===== src/rtl/cam_rx_align.sv =====
// cam_rx_align: per-lane word aligner for the camera LVDS deserialisers.
// Every lane bitslips its deserialiser until MATCH_COUNT consecutive training words are seen.
module cam_rx_align #(
  parameter int               LANES              = 5,
  parameter int               W                  = 8,
  parameter logic [W-1:0]     TRAIN_PATTERN      = 8'h3A,
  parameter logic [W-1:0]     SYNC_TRAIN_PATTERN = 8'h3A,
  parameter logic [LANES-1:0] INVERT_MASK        = {LANES{1'b0}},
  parameter int               SLIP_WAIT          = 4,
  parameter int               MATCH_COUNT        = 16,
  parameter int               MAX_SLIPS          = 16
) (
  input  logic                 c,
  input  logic                 rst,
  input  logic                 start,
  input  logic [LANES*W-1:0]   rxd,
  output logic [LANES-1:0]     bitslip,
  output logic [LANES*W-1:0]   rxd_out,
  output logic [LANES-1:0]     locked,
  output logic [LANES-1:0]     failed,
  output logic                 all_locked,
  output logic                 busy,
  output logic [LANES*8-1:0]   slip_count
);

  localparam int MW = $clog2(MATCH_COUNT + 1);
  localparam int AW = $clog2(MAX_SLIPS + 1);
  localparam int WW = $clog2(SLIP_WAIT + 1);

  typedef enum logic [2:0] {
    IDLE   = 3'd0,
    CHECK  = 3'd1,
    SLIP   = 3'd2,
    WAIT   = 3'd3,
    LOCKED = 3'd4,
    FAIL   = 3'd5
  } state_t;

  state_t          state_r   [LANES];
  state_t          state_s   [LANES];
  logic [MW-1:0]   match_r   [LANES];
  logic [MW-1:0]   match_s   [LANES];
  logic [AW-1:0]   attempt_r [LANES];
  logic [AW-1:0]   attempt_s [LANES];
  logic [WW-1:0]   wait_r    [LANES];
  logic [WW-1:0]   wait_s    [LANES];
  logic [7:0]      slips_r   [LANES];
  logic [7:0]      slips_s   [LANES];

  logic [LANES*W-1:0] data_r;
  logic [LANES-1:0]   bitslip_r, locked_r, failed_r, training_r;
  logic [LANES-1:0]   bitslip_s, locked_s, failed_s, training_s;

  function automatic logic [W-1:0] lane_pattern(input int lane);
    if (lane == LANES - 1) return SYNC_TRAIN_PATTERN;
    else return TRAIN_PATTERN;
  endfunction

  // Polarity-corrected word register; runs regardless of training state.
  always_ff @(posedge c or negedge rst) begin
    if (!rst) begin
      data_r <= {(LANES*W){1'b0}};
    end else begin
      for (int i = 0; i < LANES; i++) begin
        data_r[i*W +: W] <= rxd[i*W +: W] ^ {W{INVERT_MASK[i]}};
      end
    end
  end

  // Per-lane training FSM next state, counters and registered-output next values.
  always_comb begin
    for (int i = 0; i < LANES; i++) begin
      state_s[i]   = state_r[i];
      match_s[i]   = match_r[i];
      attempt_s[i] = attempt_r[i];
      wait_s[i]    = wait_r[i];
      slips_s[i]   = slips_r[i];
      if (start) begin
        // Restart wins over every state; a pending bitslip is not re-issued.
        state_s[i]   = CHECK;
        match_s[i]   = {MW{1'b0}};
        attempt_s[i] = {AW{1'b0}};
        wait_s[i]    = {WW{1'b0}};
        slips_s[i]   = 8'd0;
      end else begin
        case (state_r[i])
          IDLE: state_s[i] = IDLE;
          CHECK: begin
            if (data_r[i*W +: W] == lane_pattern(i)) begin
              match_s[i] = match_r[i] + MW'(1);
              if (match_r[i] == MW'(MATCH_COUNT - 1)) state_s[i] = LOCKED;
              else state_s[i] = CHECK;
            end else begin
              match_s[i] = {MW{1'b0}};
              if (attempt_r[i] == AW'(MAX_SLIPS)) state_s[i] = FAIL;
              else state_s[i] = SLIP;
            end
          end
          SLIP: begin
            attempt_s[i] = attempt_r[i] + AW'(1);
            if (slips_r[i] != 8'hFF) slips_s[i] = slips_r[i] + 8'd1;
            else slips_s[i] = slips_r[i];
            wait_s[i]  = {WW{1'b0}};
            state_s[i] = WAIT;
          end
          WAIT: begin
            if (wait_r[i] == WW'(SLIP_WAIT - 1)) begin
              wait_s[i]  = {WW{1'b0}};
              state_s[i] = CHECK;
            end else begin
              wait_s[i]  = wait_r[i] + WW'(1);
              state_s[i] = WAIT;
            end
          end
          LOCKED:  state_s[i] = LOCKED;
          FAIL:    state_s[i] = FAIL;
          default: state_s[i] = IDLE;
        endcase
      end
      bitslip_s[i]  = (state_s[i] == SLIP);
      locked_s[i]   = (state_s[i] == LOCKED);
      failed_s[i]   = (state_s[i] == FAIL);
      training_s[i] = (state_s[i] == CHECK) || (state_s[i] == SLIP) || (state_s[i] == WAIT);
    end
  end

  // Per-lane state, counters and flag registers.
  always_ff @(posedge c or negedge rst) begin
    if (!rst) begin
      for (int i = 0; i < LANES; i++) begin
        state_r[i]   <= IDLE;
        match_r[i]   <= {MW{1'b0}};
        attempt_r[i] <= {AW{1'b0}};
        wait_r[i]    <= {WW{1'b0}};
        slips_r[i]   <= 8'd0;
      end
      bitslip_r  <= {LANES{1'b0}};
      locked_r   <= {LANES{1'b0}};
      failed_r   <= {LANES{1'b0}};
      training_r <= {LANES{1'b0}};
    end else begin
      for (int i = 0; i < LANES; i++) begin
        state_r[i]   <= state_s[i];
        match_r[i]   <= match_s[i];
        attempt_r[i] <= attempt_s[i];
        wait_r[i]    <= wait_s[i];
        slips_r[i]   <= slips_s[i];
      end
      bitslip_r  <= bitslip_s;
      locked_r   <= locked_s;
      failed_r   <= failed_s;
      training_r <= training_s;
    end
  end

  for (genvar g = 0; g < LANES; g++) begin : g_slip_count
    assign slip_count[g*8 +: 8] = slips_r[g];
  end

  assign rxd_out    = data_r;
  assign bitslip    = bitslip_r;
  assign locked     = locked_r;
  assign failed     = failed_r;
  assign all_locked = &locked_r;
  assign busy       = |training_r;

endmodule


===== config.mk =====
export PLATFORM = sky130hd
export DESIGN_NAME = cam_rx_align
export DESIGN_NICKNAME = d
export VERILOG_FILES = /design/src/rtl/cam_rx_align.sv
export SDC_FILE = /design/constraint.sdc
export NUM_CORES = 1
export LEC_CHECK = 0
export ABC_AREA = 1
export ABC_CLOCK_PERIOD_IN_PS = 1400
export BUFFER_PORTS_ARGS = -buffer_cell sky130_fd_sc_hd__buf_2
export CAP_MARGIN = 20
export CORE_MARGIN = 1.5
export CORE_UTILIZATION = 51
export DETAILED_ROUTE_END_ITERATION = 10
export PLACE_DENSITY = 0.76
export SYNTH_ARGS = -nofsm -noshare
export SYNTH_HDL_FRONTEND = slang
export SYNTH_SLANG_ARGS = --single-unit

===== constraint.sdc =====
create_clock -name c -period 1.4 [get_ports c]
set_input_delay 0.28 -clock c [delete_from_list [all_inputs] [get_ports c]]
set_output_delay 0.28 -clock c [all_outputs]
set_load 0.05 [all_outputs]

After elaboration in Yosys (flattened, before gate mapping):

Index checks and enable logic that the tools add are counted.

* RAM bits: 0
* logic and storage cells: 257
* ROM bits: 0
* bits in latches: 0
* memories kept: 0
* register bits: 180
* bits of input ports: 43
* output and inout bits: 97

* $add $sub $neg: 20
* eq/ne operators: 75
* bitwise gates (word level): 0
* mux-type cells: 95
* shifts and indexed selects: 0
* order comparisons: 0
* $mul: 0
* reduce and logical (&&, ||, !) cells: 37
* div/mod/pow operators: 0

Operator list (count)
* $mux W8: 25
* $mux W5: 25
* $mux W3: 30
* $eq A3 B2 Y1 const B: 25
* $pmux W3 S5: 5
* $eq A3 B3 Y1 const B: 20
* $add A5 B1 Y5 const B: 10
* $add A8 B1 Y8 const B: 5
* $eq A8 B8 Y1: 5
* $ne A8 B8 Y1 const B: 5
* $eq A3 B1 Y1 const B: 10
* $pmux W3 S2: 5
* $reduce_bool A2 Y1: 15
* $eq A5 B4 Y1 const B: 5
* $eq A5 B5 Y1 const B: 5
* $add A3 B1 Y3 const B: 5
* $reduce_bool A3 Y1: 5
* $logic_or A1 B1 Y1: 10
* $mux W2: 5
* $reduce_and A2 Y1: 5
* $reduce_and A5 Y1: 1
* $reduce_or A5 Y1: 1

Depth between registers and ports, before layout:

Gate-level depths: netlist (run 1).

* depth after elaboration: 10
* mapped depth: 12
* depth with buffers taken out: 12

Least setup slack after synthesis (run 1):

OpenSTA, ideal clock, no wires.

* path type: register to register
* from: reg slips_r, in the netlist slip_count[0]
* to: reg slips_r, in the netlist slip_count[2]
* library setup time: 0.136 ns
* buffers on the path: 0
* stages on the path, launching flop included: 9
* arrival time: 1.665 ns
* setup slack: -0.402 ns
* clock period less this slack: 1.802 ns
* required time: 1.264 ns
* path through: dfrtp_1 > ha_1 > nand2_1 > nor2_1 > nand4_1 > nand2_2 > inv_1 > a21oi_1 > nor3_1

* word-level cells in the longest chain between the ends: 4
* elaborated cells between the ends (all ways): 7
* classes of those cells: add/sub: 1; eq/ne: 1; mux: 3; reduce/logical: 2

RTL lines
* from (decl): RTL line 47 `logic [7:0] slips_r [LANES];`
* from (signal, indexed assignment): RTL line 147 `slips_r[i] <= slips_s[i];`
* $add A8 B1 Y8: RTL line 101 `if (slips_r[i] != 8'hFF) slips_s[i] = slips_r[i] + 8'd1;`
* $mux W8: RTL line 101
* $mux W8: RTL line 86 `case (state_r[i])`
* $mux W8: RTL line 78 `if (start) begin`

Parallel ways exist; a longest one is shown, timed or not. The select of a mux whose other input is x is not followed.
A chain may end at the register's enable or synchronous reset.

Worst setup path in the final report (run 1):

* from: reg match_r[0] (netlist name)
* to: reg training_r[4]

* word-level cells in the longest chain between the ends: 8
* elaborated cells between the ends (all ways): 10
* classes of those cells: eq/ne: 4; mux: 4; reduce/logical: 2

RTL lines
* from (decl): RTL line 41 `logic [MW-1:0] match_r [LANES];`
* from (signal, indexed assignment): RTL line 132 `match_r[i] <= {MW{1'b0}};`
* from (signal, indexed assignment): RTL line 144 `match_r[i] <= match_s[i];`
* $eq A5 B4 Y1 *: RTL line 91 `if (match_r[i] == MW'(MATCH_COUNT - 1)) state_s[i] = LOCKED;`
* $mux W3 *: RTL line 91
* $mux W3 *: RTL line 89 `if (data_r[i*W +: W] == lane_pattern(i)) begin`
* $pmux W3 S5 *: RTL line 86
* $mux W3 *: RTL line 78
* $eq A3 B1 Y1 / $eq A3 B2 Y1 (equally long branches): RTL line 123 `training_s[i] = (state_s[i] == CHECK) || (state_s[i] == SLIP) || (state_s[i] == WAIT);`
* $logic_or A1 B1 Y1: RTL line 123
* $logic_or A1 B1 Y1 *: RTL line 123
* named net training_s[4]: RTL line 52 `logic [LANES-1:0] bitslip_s, locked_s, failed_s, training_s;`
* to (signal assigned): RTL line 140 `training_r <= {LANES{1'b0}};`
* to (signal assigned): RTL line 152 `training_r <= training_s;`
* to (decl): RTL line 51 `logic [LANES-1:0] bitslip_r, locked_r, failed_r, training_r;`

Mark *: on every way through the listed nets, which the timed path passes. The rest lies on a longest branch.

==> results of run 1 <==
[worst min-delay path by stage]
| stage | from | to | slack [ns] |
|---|---|---|---|
| 6_report | rst | rxd_out[25] | 0.29 |
| 3_3_place_gp | rst | rxd_out[24] | 0.17 |
| 3_5_place_dp | rst | rxd_out[24] | 0.18 |
| 2_1_floorplan | rst | attempt_r[0] | -0.02 |
| 4_1_cts | start | state_r[14] | 0.27 |
| 5_1_grt | start | state_r[14] | 0.30 |
[cells by family (layout without fill, tap and decap cells)]
family | Yosys count | after routing | share of synthesized area [%]
and+or+nand+nor | 431 | 431 | 23.2
DFF | 180 | 180 | 53.5
buffers and inverters | 161 | 521 | 7.94
AOI/OAI and AO/OA | 143 | 143 | 9.33
adders and majority gates | 38 | 38 | 5.64
xor gates and xnor gates | 2 | 2 | 0.208
muxes | 2 | 2 | 0.238
[flip-flops by register name, summed over array words and instances (netlist names)]
signal	count
attempt_r	25
bitslip	5
failed	5
locked	5
match_r	25
rxd_out	40
slip_count	40
state_r	15
training_r	5
wait_r	15
[critical path: stages (launching register included)]
cell and delay, ns:
dfrtp_1 0.41, ha_4 0.18, inv_4 0.04, nor3_4 0.17
ha_2 0.21, nand3_2 0.08, nand3_2 0.09, nand2_2 0.07
nand2_2 0.09, nand3_2 0.09, nand2_1 0.09, inv_1 0.05
[power by group through the flow]
stage	Sequential (mW)	Clock, mW	Combinational (mW)
final	5.73	4.89	3.28
after global routing	5.75	5.20	3.50
after CTS	5.71	4.91	2.73
after detailed placement	5.78	0	2.31
after global placement	5.77	0	2.27
after floorplan	6.38	0	0.811
[per-stage QoR]
step	utilization (%)	area, um2	total power, mW
6_report	82.0	13100	13.9
3_3_place_gp	65.2	10400	8.04
4_1_cts	75.0	12000	13.3
5_1_grt	82.0	13100	14.5
2_1_floorplan	-	8720	7.19
3_5_place_dp	65.2	10400	8.10
[placed cells by master, fill, tap and decap left out, types with 41 or more instances in the layout]
cell and n:
buf_2 100, dfrtp_1 108, buf_4 139, nand2_2 51, dlygate4sd3_1 41, nand2_1 105
nand3_1 46, dfrtp_2 72, inv_1 107, nor2_1 57
[layout make-up]
cell class	count	area, um2
inverters	145	582
clock inverters	4	95.1
clock buffers	28	497
fillers	943	2880
repair buffers	344	2760
flip-flops and latches	180	4590
multi-input cells	616	4320
well taps	216	270
[what timing repair did]
action	4_1_cts	5_1_grt
pin swaps	41	85
setup buffers	20	41
gates resized for setup	134	251
endpoints found under the hold margin	64	0
hold buffers	41	0
setup endpoints to repair	71	125
[routing by layer]
layer	routed length (um)	track usage [%]
met4	832	7.78
met1	9410	28.6
met2	13200	43.8
met3	888	5.36
met5	0	0
==> out/metrics.yaml, run 1 <==
floorplanning:
  die_y_um: 132
  ioPinCount: 140
  die_w_um: 132
  die-area_mm2: 0.0173
  coreArea_mm2: 0.0160
  num_rows: 46
  initial_core_util_pct: 52.7
yosys:
  avgSynthCellArea_um2: 8.80
  synthTopCellsByArea: "dfrtp_1 53%, nand2_1 7.6%, inv_1 5.9%"
  yosysMostFrequentCell: "dfrtp_1"
  yosysTopAreaCell: "dfrtp_1"
  syn_area_mm2: 0.00843
  synth_common_cells: "180 x dfrtp_1, 171 x nand2_1, 132 x inv_1"
  ys_seq_elements: 180
  async_flop_share_pct: 100
  ys_seq_area_share_pct: 53.5
  ys.flop_type: "dfrtp_1"
  synth_cell_types: 41
  ys_warn_count: 0
  yosysTopAreaCellShare_pct: 53.5
  syn_inst: 957
  synth_nets: 1038
  synth_edf_count: 0
pwr:
  seqPwrFrac_pct: 41.2
  power_density_mw_per_mm2: 1060
  p_leak_nw: 6.29
  power_switching_mw: 4.10
  ir_worst_vdd_mv: 1.46
  p_comb_share_pct: 23.6
  clkPwrFrac_pct: 35.2
  p_int_mw: 9.80
  swShare_pct: 29.5
timing:
  period_needed_ns: 1.67
  skew_ns: 0.00986
  worst_slack_ns: -0.273
  setup_tns_ns: -5.91
  drv_slew: 0
  rsz0062_at_grt: "true"
  finalHoldViolations: 0
  fin_crit_sh_pct: 120
  hold_slack_ns: 0.291
  slew_headroom_pct: 73.2
  worstMarginPinSlew_ns: 0.399
  setup_viol: 70
  fmax_ghz: 0.598
finish:
  drive_above_1_share_pct: 50.7
  diodes: 0
  finalNetCount: 1385
  syn_to_final_growth_pct: 55.7
  fin_cells: 1533
drt:
  drtIter0Drc: 366
  vias_per_cell: 5.27
  drc_errors: 0
  antenna_left: 0
  avgRoutedWirePerCell_um: 15.9
  num_vias: 8083
  firstDrtPassIters: 5
  routed_wl_um: 24300
setup_path:
  critPathCaptureType: "flop"
  required_ns: 1.72
  critPathLaunchType: "flop"
  cp.arrival_ns: 2.00
  cp-endpoint: "training_r[4]"
  critPathLaunch: "match_r[0]"
  reg2reg_from: "match_r[0]"
  critPathKind: "flop to flop"
  rr_worst_depth: 11
  r2r_slack_ns: -0.27
  path_max_fanout: 2
  reg2reg_to: "training_r[4]"
global_route:
  grt_start_max_net_pins: 46
  grt_antenna_before_repair: 0
  grtUsageTotal_pct: 24.3
  grt_overflow: 0
  first_global_vias: 7810
  grt_pass1_wl_um: 34500
place:
  dp_slack_ns: -0.149
  portBuffers: 139
  dp_cells: 1400
  gp_routability_congestion: 0.839
  hpwl_um: 13500
run_status:
  failed_checks: "negative setup slack"
  status: "complete, but fails checks"
cts:
  clkSlewWorstSetupHoldPaths_ns: 0.06
  cts.sink_count: 180
  numCtsBuffers: 17
  clock-root-buffer: "clkbuf_16"
  clock_path_buffers: 2
  insertion_delay_ns: 0.43
  cts.htree.levels: 4
  tritoncts: "yes"
hold_path:
  min_path_type: "input port to async pin"
flow_run:
  maxCapViolCount: 0
Power figures use the tool's default switching activity.
==> run 2: changes to the inputs <==
--- a/config.mk
+++ b/config.mk
@@ -9,10 +9,11 @@
 export ABC_CLOCK_PERIOD_IN_PS = 1400
 export BUFFER_PORTS_ARGS = -buffer_cell sky130_fd_sc_hd__buf_2
 export CAP_MARGIN = 20
-export CORE_MARGIN = 1.5
+export CORE_MARGIN = 2
 export CORE_UTILIZATION = 51
 export DETAILED_ROUTE_END_ITERATION = 10
 export PLACE_DENSITY = 0.76
+export REMOVE_ABC_BUFFERS = 1
 export SYNTH_ARGS = -nofsm -noshare
 export SYNTH_HDL_FRONTEND = slang
 export SYNTH_SLANG_ARGS = --single-unit
==> out/metrics.yaml, run 2 (same netlist as run 1, synthesis figures left out) <==
run_status:
  status: "complete, but fails checks"
  failed_checks: "negative setup slack"
drt:
  firstDrtPassIters: 6  # +1
  vias_per_cell: 5.53  # +4.9%
  antenna_left: 0  # unchanged
  avgRoutedWirePerCell_um: 18.5  # +16%
  num_vias: 8669  # +7.2%
  drtIter0Drc: 764  # +110%
  routed_wl_um: 29000  # +19%
  drc_errors: 0  # unchanged
place:
  portBuffers: 139  # unchanged
  hpwl_um: 13700  # +2.0%
  gp_routability_congestion: 0.857  # +2.2%
setup_path:
  path_max_fanout: 1  # -1
  cp-endpoint: "busy"
  rr_worst_depth: 7  # -4
  critPathLaunchType: "flop"
  reg2reg_from: "slip_count[35]"
  cp_top_family: "flip-flops"
  critPathCaptureType: "primary output"
  critPathKind: "flop to primary output"
  critPathLaunch: "training_r[2]"
  cp.arrival_ns: 1.36  # -0.64 ns
  required_ns: 1.12  # -0.60 ns
  reg2reg_to: "slip_count[32]"
  crit_cells: 3  # -8
  cpPeakStageDelay_ns: 0.39  # -0.02 ns
  r2r_slack_ns: -0.22  # +0.05 ns
  critPathBufInv: 1  # -1
  slowest_stage: "dfrtp_1"
  path_cells: "nor3_2 -> nand2_1 -> buf_6"
timing:
  worst_slack_ns: -0.239  # +0.0338 ns
  fin_crit_sh_pct: 117  # -2.4 points
  drv_slew: 0  # unchanged
  setup_viol: 95  # +36%
  fmax_ghz: 0.610  # +2.1%
  period_needed_ns: 1.64  # -0.0338 ns
  worstMarginPinSlew_ns: 0.426  # +0.0265 ns
  hold_slack_ns: 0.230  # -0.0607 ns
  finalHoldViolations: 0  # unchanged
  rsz0062_at_grt: "true"
  slew_headroom_pct: 71.6  # -1.6 points
  skew_ns: 0.0124  # +0.00254 ns
finish:
  diodes: 0  # unchanged
  drive_above_1_share_pct: 48.2  # -2.6 points
  mostFrequentLayoutCell: "dfrtp_1"
  post-route-util_pct: 84.1  # +2.1 points
  finalNetCount: 1420  # +2.5%
  syn_to_final_growth_pct: 59.7
  layout_common_cells: "172 x dfrtp_1, 152 x buf_4, 108 x nand2_1"
  fillCellCount: 823  # -13%
cts:
  insertion_delay_ns: 0.45  # +0.02 ns
  cts.htree.levels: 4  # unchanged
  cts.sink_count: 180  # unchanged
  clock-root-buffer: "clkbuf_16"
  clkSlewWorstSetupHoldPaths_ns: 0.07  # about the same
  numCtsBuffers: 17  # unchanged
  tritoncts: "yes"
  clock_path_buffers: 2  # unchanged
floorplanning:
  coreArea_mm2: 0.0160  # unchanged
  ioPinCount: 140  # unchanged
  die_w_um: 133  # +0.76%
  die_y_um: 133  # +0.76%
  num_rows: 46  # unchanged
  die-area_mm2: 0.0176  # +1.5%
  initial_core_util_pct: 52.7  # unchanged
pwr:
  p_leak_nw: 6.54  # +3.9%
  clkPwrFrac_pct: 36.6  # +1.4 points
  swShare_pct: 30.7  # +1.2 points
  power_density_mw_per_mm2: 1080  # +1.7%
  p_comb_share_pct: 24.3  # +0.7 points
  power_switching_mw: 4.46  # +8.7%
  p_int_mw: 10.0  # +2.5%
  ir_worst_vdd_mv: 1.19  # -18%
  seqPwrFrac_pct: 39.1  # -2.1 points
global_route:
  first_global_vias: 8071  # +3.3%
  grt_antenna_before_repair: 0  # unchanged
  grt_overflow: 0  # unchanged
  grtUsageTotal_pct: 27.2  # +2.9 points
  grt_pass1_wl_um: 38400  # +11%
  grt_start_max_net_pins: 56  # +22%
hold_path:
  min_path_type: "input port to async pin"
flow_run:
  maxCapViolCount: 0  # unchanged
-- run 2: cell types whose count changed in the layout (fill, tap and decap cells not counted), sizes merged --
cell and change:
clkinv +3, clkbuf -2, bufinv +1, buf +28, clkinvlp +4, inv +1
-- run 2: metal layers --
metal | track usage, % | wire (um)
met1 | 32.4 | 10600
met2 | 48.9 | 15500
met3 | 5.82 | 1510
met4 | 9.02 | 1340
met5 | 0 | 0
-- run 2: layout make-up --
type / instances / area (um2) / share of cell area (%)
timing repair inverter: 1 / 7.51 / 0.0558
clock buffer: 20 / 467 / 3.47
timing repair buffer: 378 / 3220 / 23.9
inverter: 145 / 567 / 4.21
multi-input combinational: 616 / 4240 / 31.5
tap: 216 / 270 / 2.01
sequential: 180 / 4510 / 33.6
clock inverter: 12 / 175 / 1.30
-- run 2: repair_timing --
item                                    CTS  global route
setup buffers                            25            52
pin swaps                                62           102
gates resized for setup                 226           272
hold buffers                             41             0
endpoints found under the hold margin   220             0
endpoints found under the setup margin   93           146
cloned                                    1             0
-- run 2: worst min path at each step --
stage	startpoint	endpoint	slack, ns	cells after the start
after floorplan	rst	attempt_r[0]	-0.02	0
after global placement	rst	match_r[5]	0.13	1
after detailed placement	rst	match_r[5]	0.12	1
after CTS	rst	rxd_out[25]	0.23	2
after global routing	rst	rxd_out[25]	0.25	2
final	rst	rxd_out[25]	0.23	2
-- run 2: metrics by stage --
stage                     instances  instance area, um2  setup TNS, ns  total power [mW]  worst slack, ns
after floorplan                 941                8300         -15.13              7.00           -0.516
after global placement         1425               10300          -2.09              7.94           -0.232
after detailed placement       1425               10300          -4.01              7.99           -0.260
after CTS                      1523               12200          -2.40              13.7           -0.199
after global routing           1568               13500         -15.75              15.0           -0.309
final                          1568               13500          -8.97              14.5           -0.239
-- run 2: power groups by stage --
stage	Combinational, mW	Clock (mW)	Sequential [mW]
detailed placement	2.29	0	5.70
floorplan	0.687	0	6.31
finish	3.52	5.31	5.67
global route	3.71	5.58	5.69
global placement	2.25	0	5.69
CTS	2.82	5.29	5.63
-- run 2: worst register-to-register path, delay by kind of cell, from the launching register on --
kind,cells,cell delay [ns]
AND/OR/NAND/NOR,4,0.65
flip-flops,1,0.44
buffers and inverters,2,0.35
AO/OA/AOI/OAI,1,0.06
